==> config.mk <==
export PLATFORM = sky130hd
export DESIGN_NAME = lb_bram_bridge
export DESIGN_NICKNAME = d
export VERILOG_FILES = /design/src/rtl/lb_bram_bridge.sv
export SDC_FILE = /design/constraint.sdc
export NUM_CORES = 1
export LEC_CHECK = 0
export BUFFER_PORTS_ARGS = -buffer_cell sky130_fd_sc_hd__buf_4
export CAP_MARGIN = 20
export CORE_AREA = 4 4 211 213
export CTS_BUF_LIST = sky130_fd_sc_hd__clkbuf_16
export DETAILED_ROUTE_END_ITERATION = 12
export DIE_AREA = 0 0 215 217
export PLACE_DENSITY = 0.5
export REMOVE_ABC_BUFFERS = 1
export SLEW_MARGIN = 10
export SYNTH_ARGS = -nofsm -noshare
export SYNTH_HDL_FRONTEND = slang
export SYNTH_SLANG_ARGS = --single-unit
==> constraint.sdc <==
create_clock -name clk -period 4.15 [get_ports clk]
set_clock_uncertainty 0.15 [all_clocks]
set_input_delay 0.415 -clock clk [delete_from_list [all_inputs] [get_ports clk]]
set_output_delay 0.415 -clock clk [all_outputs]
set_load 0.05 [all_outputs]
==> src/rtl/lb_bram_bridge.sv <==
// Local-bus to BRAM bridge: parameter-decoded write/read channels, a fixed-latency
// read pipeline and saturating counters for accesses that hit no channel.
module lb_bram_bridge #(
    parameter int                          DATA_WIDTH    = 32,
    parameter int                          ADDR_WIDTH    = 24,
    parameter int                          AW_MAX        = 16,
    parameter int                          NWR           = 4,
    parameter int                          NRD           = 4,
    parameter logic [NWR*ADDR_WIDTH-1:0]   WR_BASE       = {24'h030000, 24'h020000, 24'h010000, 24'h000000},
    parameter logic [NWR*8-1:0]            WR_AW         = {8'd16, 8'd16, 8'd16, 8'd16},
    parameter logic [NRD*ADDR_WIDTH-1:0]   RD_BASE       = {24'h081000, 24'h080000, 24'h044000, 24'h040000},
    parameter logic [NRD*8-1:0]            RD_AW         = {8'd12, 8'd12, 8'd14, 8'd14},
    parameter int                          READDELAY     = 4,
    parameter logic [DATA_WIDTH-1:0]       DEFAULT_RDATA = 32'hdeadbeef
) (
    input  logic                       clk,
    input  logic                       rstn,
    input  logic                       lb_wren,
    input  logic [ADDR_WIDTH-1:0]      lb_waddr,
    input  logic [DATA_WIDTH-1:0]      lb_wdata,
    input  logic                       lb_rden,
    input  logic [ADDR_WIDTH-1:0]      lb_raddr,
    input  logic                       lb_rdenlast,
    output logic [DATA_WIDTH-1:0]      lb_rdata,
    output logic                       lb_rvalid,
    output logic                       lb_rvalidlast,
    output logic [NWR-1:0]             wr_we,
    output logic [NWR*AW_MAX-1:0]      wr_addr,
    output logic [NWR*DATA_WIDTH-1:0]  wr_din,
    output logic [NRD*AW_MAX-1:0]      rd_addr,
    input  logic [NRD*DATA_WIDTH-1:0]  rd_dout,
    input  logic                       err_clr,
    output logic [15:0]                err_wr_cnt,
    output logic [15:0]                err_rd_cnt
);

    localparam int RSW = (NRD > 1) ? $clog2(NRD) : 1;
    localparam int NST = READDELAY + 2;

    logic [NWR-1:0]            w_wr_hit;
    logic [NWR-1:0]            w_wr_onehot;
    logic [NWR*AW_MAX-1:0]     w_wr_addr_nxt;
    logic [NRD-1:0]            w_rd_hit;
    logic [RSW-1:0]            w_rd_sel;
    logic                      w_rd_unmap;
    logic [NRD*AW_MAX-1:0]     w_rd_addr_nxt;
    logic [DATA_WIDTH-1:0]     w_rd_dout_arr [NRD];

    logic [NST-1:0]            r_vld_p;
    logic [NST-1:0]            r_last_p;
    logic [NST-1:0]            r_unmap_p;
    logic [RSW-1:0]            r_sel_p [NST];
    logic [DATA_WIDTH-1:0]     r_rdat_p;

    function automatic logic [15:0] err_next(input logic [15:0] cnt, input logic ev, input logic clr);
        if (clr)
            return {15'd0, ev};
        if (ev && (cnt != 16'hFFFF))
            return cnt + 16'd1;
        return cnt;
    endfunction

    // Window decode: a channel hits when the address bits above its window match its base.
    for (genvar k = 0; k < NWR; k++) begin : g_wr
        localparam int                    AW    = int'(WR_AW[k*8 +: 8]);
        localparam logic [ADDR_WIDTH-1:0] BASE  = WR_BASE[k*ADDR_WIDTH +: ADDR_WIDTH];
        localparam logic [ADDR_WIDTH-1:0] LMASK = ~({ADDR_WIDTH{1'b1}} << AW);
        if (AW == 0 || AW > AW_MAX) begin : g_aw_bad
            $error("lb_bram_bridge: write channel %0d window width %0d out of range", k, AW);
        end
        if ((BASE & LMASK) != '0) begin : g_base_bad
            $error("lb_bram_bridge: write channel %0d base not aligned to its window", k);
        end
        assign w_wr_hit[k] = ((lb_waddr ^ BASE) & ~LMASK) == '0;
        assign w_wr_addr_nxt[k*AW_MAX +: AW_MAX] = AW_MAX'(lb_waddr & LMASK);
    end

    for (genvar k = 0; k < NRD; k++) begin : g_rd
        localparam int                    AW    = int'(RD_AW[k*8 +: 8]);
        localparam logic [ADDR_WIDTH-1:0] BASE  = RD_BASE[k*ADDR_WIDTH +: ADDR_WIDTH];
        localparam logic [ADDR_WIDTH-1:0] LMASK = ~({ADDR_WIDTH{1'b1}} << AW);
        if (AW == 0 || AW > AW_MAX) begin : g_aw_bad
            $error("lb_bram_bridge: read channel %0d window width %0d out of range", k, AW);
        end
        if ((BASE & LMASK) != '0) begin : g_base_bad
            $error("lb_bram_bridge: read channel %0d base not aligned to its window", k);
        end
        assign w_rd_hit[k] = ((lb_raddr ^ BASE) & ~LMASK) == '0;
        assign w_rd_addr_nxt[k*AW_MAX +: AW_MAX] = AW_MAX'(lb_raddr & LMASK);
        assign w_rd_dout_arr[k] = rd_dout[k*DATA_WIDTH +: DATA_WIDTH];
    end

    // Overlapping windows resolve to the lowest-index hit.
    assign w_wr_onehot = w_wr_hit & (~w_wr_hit + NWR'(1));
    assign w_rd_unmap  = ~|w_rd_hit;

    always_comb begin
        w_rd_sel = '0;
        for (int k = NRD - 1; k >= 0; k--)
            if (w_rd_hit[k])
                w_rd_sel = RSW'(k);
    end

    always_ff @(posedge clk or negedge rstn) begin
        if (!rstn) begin
            wr_we      <= '0;
            wr_addr    <= '0;
            wr_din     <= '0;
            rd_addr    <= '0;
            err_wr_cnt <= '0;
            err_rd_cnt <= '0;
        end else begin
            wr_we <= lb_wren ? w_wr_onehot : '0;
            if (lb_wren) begin
                wr_addr <= w_wr_addr_nxt;
                wr_din  <= {NWR{lb_wdata}};
            end
            if (lb_rden)
                rd_addr <= w_rd_addr_nxt;
            err_wr_cnt <= err_next(err_wr_cnt, lb_wren & ~|w_wr_hit, err_clr);
            err_rd_cnt <= err_next(err_rd_cnt, lb_rden & w_rd_unmap, err_clr);
        end
    end

    // Stage p0 is visible with rd_addr; stage READDELAY lines up with valid rd_dout.
    always_ff @(posedge clk or negedge rstn) begin
        if (!rstn)
            r_vld_p <= '0;
        else
            r_vld_p <= {r_vld_p[NST-2:0], lb_rden};
    end

    always_ff @(posedge clk) begin
        r_last_p   <= {r_last_p[NST-2:0], lb_rdenlast};
        r_unmap_p  <= {r_unmap_p[NST-2:0], w_rd_unmap};
        r_sel_p[0] <= w_rd_sel;
        for (int i = 1; i < NST; i++)
            r_sel_p[i] <= r_sel_p[i-1];
        if (r_vld_p[READDELAY])
            r_rdat_p <= w_rd_dout_arr[r_sel_p[READDELAY]];
    end

    always_ff @(posedge clk or negedge rstn) begin
        if (!rstn) begin
            lb_rdata      <= '0;
            lb_rvalid     <= 1'b0;
            lb_rvalidlast <= 1'b0;
        end else begin
            lb_rvalid     <= r_vld_p[NST-1];
            lb_rvalidlast <= r_vld_p[NST-1] & r_last_p[NST-1];
            if (r_vld_p[NST-1])
                lb_rdata <= r_unmap_p[NST-1] ? DEFAULT_RDATA : r_rdat_p;
        end
    end

endmodule

==> metrics <==
leakage power=6.01 nW; top cell type's share of synthesized area=36.8%; Commonest cells post-synth=196 x buf_4, 138 x dfrtp_1, 67 x nor2_1; Register Area=4860 sq um; Port Buffers=527; antenna viol nets, final=0; Net count, final=1376; crit path max fanout=25; Total Routing Usage GR=12.6%; die area=46700 sq um; clock transition at the registers of the reported paths=80 ps; Setup Viol. Count Final=0; Least-Margin Pin Slew=1010 ps; area grow syn2layout=44.5%; Overflow after GRT=0; IO Count=540; largest net degree at the start of global routing=81; Worst setup EP type=flop; # diodes=0; number of global-route vias before repair=7194; main flop type after synthesis=dfrtp_1; core area=42700 sq um; setup bufs post-CTS=0; post-synthesis cell type count=56; Gate Count Post-Synth=778; largest area contributor in the synthesized netlist=dfrtp_1; Critical Path Start Type=flop; most common cell in the netlist=buf_4; CP arrival=2450 ps; Hold/Removal Path Class=in2reg; H-tree level count=4; Reg2Reg Depth=5; post-detail-place hpwl=22.9 mm; Max-Cap Viols=0; vias=7093; RSZ-0062 raised after global routing=no; initial core utilization=22.0%; DR WL/cell=17.8 microns; Fillers=4306; routed vias/inst=4.13; EDFF count, synth=32; f_max=0.447 GHz; antenna violations before repair=1; layout cell share with drive strength beyond 1=57.4%; Die Y-Extent=217 microns; WS Path Type=reg2reg; DRC=0; Hold Path Depth=2; Initial DRC Count=318; mapped cell area=9370 sq um; Resized cells post-CTS=0; routability cong.=0.834; cts hold-fix bufs=46; CTS Buf Count=17; min cycle time layout=2240 ps; Cell Chain, Critical Path=nand4_1 -> or4_1 -> nand3_2 -> o21ai_0 -> a21oi_1; Max VDD drop=241 uV; first-pass GRT wire length=44.9 mm; Slowest cell on crit path=or4_1; final period utilization=53.9%; Async S/R FF share, synth=71.9%; CTS max path bufs=2; Clock Root Buffer=clkbuf_16; final hold vios=0; syn avg cell area=12.0 sq um; flops & latches, synth=192; Seq/Total Area, Yosys=51.8%; later-pin clock latency in the skew report=460 ps; max-slew violations=0; status=completed; CP required=4360 ps; synth warn=0; fin util=31.7%; Slowest Stage Delay on Critical Path=630 ps; FP Rows=76; PwrDens=408 nW/um^2; Die X-Extent=215 microns; CTS tree=done; Initial DRT Pass Iterations=5; WL final=30.7 mm; clk sinks=192; Area contributors post-synth=dfrtp_1 37%, buf_4 16%, edfxtp_1 10%; setup tns final=0 ps; Slew Limit Headroom=33.0%; area occupied by multi-input gates=2890 sq um
layout make-up:
class / count / share of cell area (%)
timing repair buffer: 579 / 33.1
clock inverter: 13 / 0.850
multi-input combinational: 359 / 21.4
clock buffer: 19 / 3.51
inverter: 11 / 0.305
tap: 546 / 5.04
sequential: 192 / 35.9
layer usage:
| layer | up-vias | part of all wire [%] | GRT usage, % | wire length [microns] |
|---|---|---|---|---|
| met5 | - | 0.042 | 0 | 13 |
| met4 | 2 | 1.2 | 3.59 | 368 |
| li1 | 3278 | - | - | - |
| met3 | 24 | 8.6 | 4.72 | 2640 |
| met2 | 325 | 49 | 20.3 | 14900 |
| met1 | 3464 | 42 | 15.8 | 12700 |
cell usage in the layout, fill, tap and decap left out, types with 2 or more instances in the layout:
master / Yosys / final
nand2_1: 18 / 18
nor4b_1: 2 / 2
mux4_2: 32 / 32
inv_8: 0 / 3
dfxtp_1: 22 / 20
dfrtp_1: 138 / 136
clkinv_4: 0 / 3
ha_1: 2 / 2
nor3b_1: 2 / 2
a21oi_1: 41 / 41
inv_4: 0 / 4
or3_1: 13 / 13
conb_1: 1 / 12
o31ai_1: 3 / 3
mux2i_1: 5 / 5
nand3b_1: 9 / 9
xnor2_1: 7 / 7
dfrtp_2: 0 / 2
clkbuf_16: 0 / 19
or4_1: 5 / 5
nand3_1: 9 / 9
and2_1: 4 / 4
a211oi_1: 4 / 4
and3_1: 3 / 3
edfxtp_1: 32 / 32
dfxtp_2: 0 / 2
and4_4: 2 / 2
o211ai_1: 3 / 3
inv_1: 11 / 11
mux2_2: 62 / 62
dlygate4sd3_1: 0 / 46
nor3_1: 3 / 3
nand2b_1: 2 / 2
buf_4: 196 / 531
nor2_1: 67 / 67
nand4_1: 7 / 7
o21ai_0: 20 / 20
and4_1: 4 / 4
state kept, by name, indices dropped and copies added, names as in the netlist:
register       count
err_rd_cnt        16
err_wr_cnt        16
lb_rdata          32
lb_rvalid          1
lb_rvalidlast      1
r_last_p           6
r_rdat_p          32
r_sel_p           10
r_unmap_p          6
r_vld_p            6
rd_addr           14
wr_addr           16
wr_din            32
wr_we              4
where the power goes:
part	internal (mW)	total, mW	switching, mW
Clock	0.861	1.67	0.805
Sequential	2.00	2.15	0.141
Combinational	0.551	1.71	1.16
per-stage QoR:
step	hold slack [ps]	instance area (sq um)	std cells	power [mW]	worst slack (ps)
floorplan	-30.6	7790	562	3.16	1650
global placement	160	12500	1641	3.86	1780
detailed placement	162	12500	1641	3.87	1720
CTS	0.0131	13500	1719	5.61	1910
global route	4.01	13500	1719	5.75	1710
finish	43.2	13500	1719	5.52	1910
critical path: cells and delay by family (launching register included):
family / cells / cell delay (ps)
AOI/OAI and AO/OA: 2 / 320
DFF: 1 / 460
and+or+nand+nor: 3 / 1220
final timing paths:
check | startpoint | to | slack (ps)
min | lb_raddr[10] | rd_addr[58] | 40
max in group asynchronous | rstn | err_rd_cnt[11] | 2560
max reg2reg | err_rd_cnt[6] | err_rd_cnt[9] | 1910
min in group asynchronous | rstn | lb_rdata[7] | 480
max | err_rd_cnt[6] | err_rd_cnt[9] | 1910
min reg2reg | r_unmap_p[4] | r_unmap_p[5] | 170
kinds of logic after synthesis:
group                      synth area share (%)
other                                    0.0400
AOI/OAI and AO/OA                          4.85
buffers and inverters                      17.8
DFF                                        51.8
muxes                                      15.7
and+or+nand+nor                            8.86
xor gates and xnor gates                  0.747
adders and majority gates                 0.267
Power figures use the tool's default switching activity.
